### src/rtl/data_ram_hs_pkg.sv
// data_ram_hs_pkg: shared state encoding and per-lane helpers for data_ram_hs.
`default_nettype none

package data_ram_hs_pkg;

    typedef enum logic [0:0] {
        INIT = 1'b0,
        RUN  = 1'b1
    } state_t;

    // Lane merge: the byte is replaced only when its write enable is set.
    function automatic logic [7:0] byte_merge(input logic [7:0] old_b,
                                              input logic [7:0] new_b,
                                              input logic       wen);
        return wen ? new_b : old_b;
    endfunction

    // Even parity bit: makes the 9-bit group carry an even number of ones.
    function automatic logic parity8(input logic [7:0] b);
        return ^b;
    endfunction

endpackage

`default_nettype wire

### src/rtl/data_ram_hs_clr.sv
// data_ram_hs_clr: clear sequencer that walks every word after reset or on clr_req.
`default_nettype none

module data_ram_hs_clr
    import data_ram_hs_pkg::*;
#(
    parameter int ADDR_W = 5
) (
    input  logic              clk,
    input  logic              rst,
    input  logic              clr_req,
    output logic              clr_we,
    output logic [ADDR_W-1:0] clr_addr,
    output logic              busy
);

    localparam logic [ADDR_W-1:0] LAST_ADDR = {ADDR_W{1'b1}};

    state_t            state;
    state_t            state_nxt;
    logic [ADDR_W-1:0] clr_cnt;
    logic [ADDR_W-1:0] clr_cnt_nxt;

    always_ff @(posedge clk or posedge rst) begin
        if (rst) begin
            state   <= INIT;
            clr_cnt <= '0;
            busy    <= 1'b1;
        end else begin
            state   <= state_nxt;
            clr_cnt <= clr_cnt_nxt;
            busy    <= (state_nxt == INIT);
        end
    end

    always_comb begin
        state_nxt   = state;
        clr_cnt_nxt = clr_cnt;
        clr_we      = 1'b0;
        case (state)
            INIT: begin
                clr_we = 1'b1;
                // Terminal compare rather than relying on counter wrap.
                if (clr_cnt == LAST_ADDR) begin
                    state_nxt   = RUN;
                    clr_cnt_nxt = '0;
                end else begin
                    clr_cnt_nxt = clr_cnt + ADDR_W'(1);
                end
            end
            RUN: begin
                if (clr_req) begin
                    state_nxt = INIT;
                end
            end
        endcase
    end

    assign clr_addr = clr_cnt;

endmodule

`default_nettype wire

### src/rtl/data_ram_hs.sv
// data_ram_hs: byte-enabled handshaked data RAM with clear sequencer and debug port.
// Optional per-byte even parity with error flag and injection: DATA_RAM_HS_PARITY_EN.
`default_nettype none

module data_ram_hs
    import data_ram_hs_pkg::*;
#(
    parameter int                DATA_W   = 32,
    parameter int                ADDR_W   = 5,
    parameter logic [DATA_W-1:0] INIT_VAL = '0
) (
    input  logic                clk,
    input  logic                rst,
    input  logic                clr_req,
    output logic                busy,
    input  logic                req_valid,
    output logic                req_ready,
    input  logic [DATA_W/8-1:0] req_wen,
    input  logic [ADDR_W-1:0]   req_addr,
    input  logic [DATA_W-1:0]   req_wdata,
    output logic                rsp_valid,
    input  logic                rsp_ready,
    output logic [DATA_W-1:0]   rsp_rdata,
`ifdef DATA_RAM_HS_PARITY_EN
    input  logic                inj_par,
    output logic                par_err,
`endif
    input  logic [ADDR_W-1:0]   test_addr,
    output logic [DATA_W-1:0]   test_data
);

    localparam int NB    = DATA_W / 8;
    localparam int DEPTH = 1 << ADDR_W;

    logic [DATA_W-1:0] mem [DEPTH];

    logic              clr_we;
    logic [ADDR_W-1:0] clr_addr;
    logic              req_fire;
    logic              wr_fire;
    logic              rd_fire;
    logic [DATA_W-1:0] wr_word;

    data_ram_hs_clr #(
        .ADDR_W (ADDR_W)
    ) u_clr (
        .clk      (clk),
        .rst      (rst),
        .clr_req  (clr_req),
        .clr_we   (clr_we),
        .clr_addr (clr_addr),
        .busy     (busy)
    );

    // Stall whenever the response slot is occupied and not draining this cycle.
    assign req_ready = ~busy & ~clr_req & (~rsp_valid | rsp_ready);
    assign req_fire  = req_valid & req_ready;
    assign wr_fire   = req_fire & (|req_wen);
    assign rd_fire   = req_fire & ~(|req_wen);

    always_comb begin
        wr_word = mem[req_addr];
        for (int i = 0; i < NB; i++) begin
            wr_word[8*i +: 8] = byte_merge(mem[req_addr][8*i +: 8], req_wdata[8*i +: 8], req_wen[i]);
        end
    end

    always_ff @(posedge clk) begin
        if (clr_we) begin
            mem[clr_addr] <= INIT_VAL;
        end else if (wr_fire) begin
            mem[req_addr] <= wr_word;
        end
    end

    assign test_data = mem[test_addr];

`ifdef DATA_RAM_HS_PARITY_EN
    logic [NB-1:0] par_mem [DEPTH];
    logic [NB-1:0] init_par;
    logic [NB-1:0] wr_par;
    logic [NB-1:0] rd_bad;

    always_comb begin
        init_par = '0;
        wr_par   = '0;
        rd_bad   = '0;
        for (int i = 0; i < NB; i++) begin
            init_par[i] = parity8(INIT_VAL[8*i +: 8]);
            wr_par[i]   = req_wen[i] ? (parity8(req_wdata[8*i +: 8]) ^ inj_par) : par_mem[req_addr][i];
            rd_bad[i]   = parity8(mem[req_addr][8*i +: 8]) ^ par_mem[req_addr][i];
        end
    end

    always_ff @(posedge clk) begin
        if (clr_we) begin
            par_mem[clr_addr] <= init_par;
        end else if (wr_fire) begin
            par_mem[req_addr] <= wr_par;
        end
    end
`endif

    always_ff @(posedge clk or posedge rst) begin
        if (rst) begin
            rsp_valid <= 1'b0;
            rsp_rdata <= '0;
`ifdef DATA_RAM_HS_PARITY_EN
            par_err   <= 1'b0;
`endif
        end else if (clr_req && !busy) begin
            // Re-clear discards any pending read data.
            rsp_valid <= 1'b0;
        end else if (rd_fire) begin
            rsp_valid <= 1'b1;
            rsp_rdata <= mem[req_addr];
`ifdef DATA_RAM_HS_PARITY_EN
            par_err   <= |rd_bad;
`endif
        end else if (rsp_valid && rsp_ready) begin
            rsp_valid <= 1'b0;
        end
    end

endmodule

`default_nettype wire

### config.mk
export PLATFORM = sky130hd
export DESIGN_NAME = data_ram_hs
export DESIGN_NICKNAME = d
export VERILOG_FILES = /design/src/rtl/data_ram_hs_pkg.sv /design/src/rtl/data_ram_hs_clr.sv /design/src/rtl/data_ram_hs.sv
export SDC_FILE = /design/constraint.sdc
export NUM_CORES = 1
export LEC_CHECK = 0
export BUFFER_PORTS_ARGS = -buffer_cell sky130_fd_sc_hd__clkbuf_2
export CAP_MARGIN = 20
export CORE_MARGIN = 4
export CORE_UTILIZATION = 51
export CTS_CLUSTER_SIZE = 10
export DETAILED_ROUTE_END_ITERATION = 10
export PLACE_DENSITY_LB_ADDON = 0.2
export REMOVE_ABC_BUFFERS = 1
export SYNTH_ARGS = -nofsm -noshare
export SYNTH_HDL_FRONTEND = slang
export SYNTH_SLANG_ARGS = --single-unit
### constraint.sdc
create_clock -name clk -period 4.85 [get_ports clk]
set_input_delay 0.485 -clock clk [delete_from_list [all_inputs] [get_ports clk]]
set_output_delay 0.485 -clock clk [all_outputs]
set_load 0.01 [all_outputs]
======== Word-level counts from Yosys, hierarchy flattened ========
Memories as Yosys holds them, arrays and structs flattened.
Index checks and enable logic that the tools add are counted.
storage, ports and cells
  flip-flop bits (word level) ............. 40
  bits of input ports ..................... 51
  memory bits (writable) .................. 1024
  output and inout bits ................... 67
  memories ................................ 1
cells by class
  equality and inequality tests ........... 1
  add/subtract/negate cells ............... 1
  reductions and logical operators ........ 7
  multiplexer cells ....................... 18
  bitwise operators ....................... 13
memory list
  name  depth  width  read ports  clocked after Yosys merged registers in  wr ports  RTL line           text
  mem   32     32     2           0                                        1         data_ram_hs.sv:35  logic [DATA_W-1:0] mem [DEPTH];
operators by type and width
  cell                   count
  $mux W32               1
  $mux W8                4
  $reduce_or A32 Y1      1
  $mux W1                10
  $mux W5                2
  $not A1 Y1             7
  $add A5 B1 Y5 const B  1
  $and A1 B1 Y1          5
  $eq A5 B5 Y1 const B   1
  $reduce_or A4 Y1       1
  $reduce_bool A3 Y1     1
  $logic_and A1 B1 Y1    2
  $pmux W1 S2            1
  $reduce_and A2 Y1      1
  $logic_not A1 Y1       1
  $or A1 B1 Y1           1

======== Longest topological paths before layout ========
  depth in word-level cells ............... 10
  depth in mapped cells ................... 8

======== Cells and area by module ========
From an unflattened synthesis, not the netlist that was laid out.
unflattened totals
  cells, all modules ...................... 2752
  area, all modules ....................... 49705.2 um2
modules (own cells, without submodules)
  module           area an instance (um2)  instances  cells an instance
  data_ram_hs      49359.8                 1          2721
  data_ram_hs_clr  345.3                   1          31

======== Worst setup path before layout ========
No wires, ideal clock.
  path kind ............................... input to register
  from .................................... in req_wen[3]
  to ...................................... mem mem[16][0] (enable)
  path buffers ............................ 0
  data required time ...................... 4.348 ns
  setup slack ............................. -0.619 ns
  stages on the path ...................... 5
  data arrival time ....................... 4.968 ns
  library setup time ...................... 0.502 ns
  cell sequence ........................... or4_4 -> and4_4 -> and3_4 -> a211o_4 -> nor4_1
on the way
  word-level cells in the longest chain between the ends .. 7
RTL lines
  what                                                        RTL line           text
  start: declaration                                          data_ram_hs.sv:18  input logic [DATA_W/8-1:0] req_wen,
  $reduce_or A4 Y1 (*)                                        data_ram_hs.sv:58  assign wr_fire = req_fire & (|req_wen);
  $and A1 B1 Y1 (*)                                           data_ram_hs.sv:58
  $mux W1 (*)                                                 data_ram_hs.sv:71  end else if (wr_fire) begin
  $mux W1 (*)                                                 data_ram_hs.sv:69  if (clr_we) begin
  $mux W1 (implied by the code) (*)                           data_ram_hs.sv:72  mem[req_addr] <= wr_word;
  $reduce_or A32 Y1 (no source line)                          --
  $mux W5 (no source line) / $mux W1 (equally long branches)  --
  end: declaration                                            data_ram_hs.sv:35
Mark *: on every way between the ends. The rest lies on a longest branch, timed or not.

======== Worst setup path in the final report ========
  from .................................... in test_addr[0]
  to ...................................... out test_data[5]
on the way
  word-level cells in the longest chain between the ends .. 1
RTL lines
  what                RTL line           text
  start: declaration  data_ram_hs.sv:28  input logic [ADDR_W-1:0] test_addr,
  $mem_v2 Z32 W32     --
  end: declaration    data_ram_hs.sv:29  output logic [DATA_W-1:0] test_data
No other way between the ends.

==> flow_summary.json <==
{
  "grt_setup_unrepaired": "false",
  "drc": 0,
  "die_w_um": 320,
  "area_growth_syn_to_layout_pct": 12.7,
  "path_clk_slew_ns": 0.06,
  "dominantRegCellSynth": "edfxtp_1",
  "htree_levels": 3,
  "yosysSeqAreaShare_pct": 63.9,
  "numCtsBuffers": 118,
  "core_area_mm2": 0.0967,
  "post_cts_buffers": 0,
  "r2r-end": "mem[9][29]$_DFFE_PP_",
  "synth.distinct_cells": 42,
  "grt_first_pass_wirelength_um": 217000,
  "irDropWorstVdd_uv": 314,
  "hold_viol": 0,
  "ys_top_cells_by_area": "edfxtp_1 (62%), mux4_2 (14%), mux2i_1 (10%)",
  "drive_gt1_share_pct": 27.7,
  "total_leakage_power_nw": 20.0,
  "vias": 29900,
  "totalWireLength_um": 152000,
  "drv_cap": 0,
  "antenna_found_initial": 5,
  "ant_nets": 0,
  "rows": 114,
  "crit_type": "in2out",
  "ys_ff_latch": 1064,
  "synth_cells": 2748,
  "final_cell_count_no_fill": 4283,
  "crit_arrival_ns": 3.07,
  "tightest_slew_ns": 1.10,
  "p_per_area_mw_per_mm2": 424,
  "grt_start_max_net_pins": 76,
  "yosysTopAreaCell": "edfxtp_1",
  "synth_top_area_share_pct": 61.8,
  "worst-r2r-setup-slack_ns": 1.39,
  "synth_edf_count": 1024,
  "yosysWarningCount": 0,
  "start_kind": "input port",
  "min-delay-start": "clr_req",
  "ios": 118,
  "first_pass_iters": 6,
  "cts-root-buf": "clkbuf_16",
  "numPortBuffers": 117,
  "rr_startpoint": "u_clr.state$_DFF_PP0_",
  "grt.overflow.total": 0,
  "cts.sinks": 1064,
  "fill_cells": 7193,
  "critPathRequiredTime_ns": 4.37,
  "setup_slack_ns": 1.29,
  "track_usage_pct": 29.3,
  "status": "complete, no violations",
  "min_to": "u_clr.state$_DFF_PP0_",
  "clk_latency_ns": 0.70,
  "wl_per_cell_um": 35.4,
  "die_h_um": 320,
  "start_util_pct": 51.4,
  "drv_slew": 0,
  "grt_pass1_vias": 30600,
  "nNetsFinal": 2963,
  "finClkSkew_ns": 0.0291,
  "min_period_ns": 3.56,
  "vias_per_cell": 6.98,
  "drtIter0Drc": 3642,
  "syn_avg_cell_area_um2": 18.1,
  "min_path_type": "in2reg",
  "die-area_mm2": 0.103,
  "timing.final.crit_share_pct": 73.3,
  "setup_viol_count_final": 0,
  "cts_resized": 0,
  "cts_buffer_depth": 3,
  "mostFrequentLayoutCell": "edfxtp_1",
  "place_congestion": 0.831,
  "hold_path_depth": 2,
  "hpwl_um": 85300,
  "dp.cells": 4064,
  "worstRegToRegCells": 5,
  "fmax_mhz": 281,
  "synthArstFlopShare_pct": 3.76,
  "critPathCaptureType": "primary output",
  "cp_max_fo": 43,
  "cts_tree": "yes",
  "dp_slack_ns": 0.907,
  "maxSlewHeadroom_pct": 26.5,
  "syn_area_mm2": 0.0497,
  "most-common-layout-cells": "edfxtp_1 (1024), mux2i_1 (512), mux4_2 (320)",
  "cts.hold.buffers_added": 1
}
worst max-delay path by stage:
stage	to	start	depth (start not counted)	slack, ns
after floorplan	mem[0][9]$_DFFE_PP_	req_addr[2]	5	-1.27
after global placement	mem[16][5]$_DFFE_PP_	req_addr[1]	9	0.95
after detailed placement	mem[23][5]$_DFFE_PP_	req_addr[1]	9	0.91
after CTS	test_data[5]	test_addr[0]	6	1.29
after global routing	test_data[5]	test_addr[0]	6	1.18
final	test_data[5]	test_addr[0]	6	1.29
state kept, by name, summed over array words and instances (netlist names):
register / count
mem: 1024
u_clr.busy: 1
u_clr.state: 1
rsp_rdata: 32
rsp_valid: 1
u_clr.clr_addr: 5
layer usage:
metal | routed length, µm | up-vias | track usage [%]
li1 | - | 12000 | -
met1 | 57600 | 15800 | 39.8
met2 | 72100 | 1780 | 46.9
met3 | 15300 | 356 | 6.01
met4 | 6660 | 4 | 11.7
met5 | 70 | - | 0
logic make-up after synthesis:
family          Yosys count  synth area share (%)
compound gates          430                  5.99
simple gates            126                  1.59
flops                  1064                  63.9
mux                     903                  26.4
fa+ha+maj                 2                0.0503
buf+inv                 223                  2.11
power by group:
group / internal [W] / switching (W) / total (W)
Sequential: 0.0111 / 0.000416 / 0.0115
Combinational: 0.00139 / 0.00262 / 0.00401
Clock: 0.00481 / 0.00345 / 0.00827
layout make-up:
type / count / area (µm²) / share of cell area, %
sequential: 1064 / 31800 / 56.7
inverter: 4 / 15.0 / 0.0268
clock inverter: 5 / 93.8 / 0.167
clock buffer: 211 / 3430 / 6.12
timing repair buffer: 261 / 1960 / 3.49
multi-input combinational: 1461 / 17200 / 30.7
tap: 1276 / 1600 / 2.85
antenna: 1 / 2.50 / 0.00447
synth_stat cells (all sizes together), types with 3 or more instances:
| cell type | count |
|---|---|
| edfxtp | 1024 |
| mux2i | 514 |
| mux4 | 320 |
| a22oi | 256 |
| a21oi | 131 |
| buf | 115 |
| clkbuf | 104 |
| mux2 | 69 |
| nor4 | 64 |
| dfrtp | 39 |
| nand2b | 35 |
| o211a | 32 |
| nor2 | 5 |
| o21ai | 5 |
| inv | 4 |
| nor2b | 4 |
| nand2 | 3 |
| nand3 | 3 |
metrics by stage:
| stage | hold WS, ns | instance area, µm² | TNS (ns) | total power [W] | utilization [%] |
|---|---|---|---|---|---|
| after floorplan | 0.502 | 48700 | -2294.40 | 0.0136 | - |
| after global placement | 0.488 | 52500 | 0 | 0.0155 | 54.2 |
| after detailed placement | 0.495 | 52500 | 0 | 0.0156 | 54.3 |
| after CTS | 0.0246 | 56000 | 0 | 0.0238 | 57.9 |
| after global routing | 0.0524 | 56000 | 0 | 0.0245 | 57.9 |
| final | 0.0416 | 56000 | 0 | 0.0238 | 57.9 |
worst max-delay path, stage by stage:
cell	delay [ns]
buf_8	0.45
buf_12	0.37
mux4_2	0.64
mux4_2	0.50
mux2_2	0.34
clkbuf_2	0.15
Power figures use the tool's default switching activity.
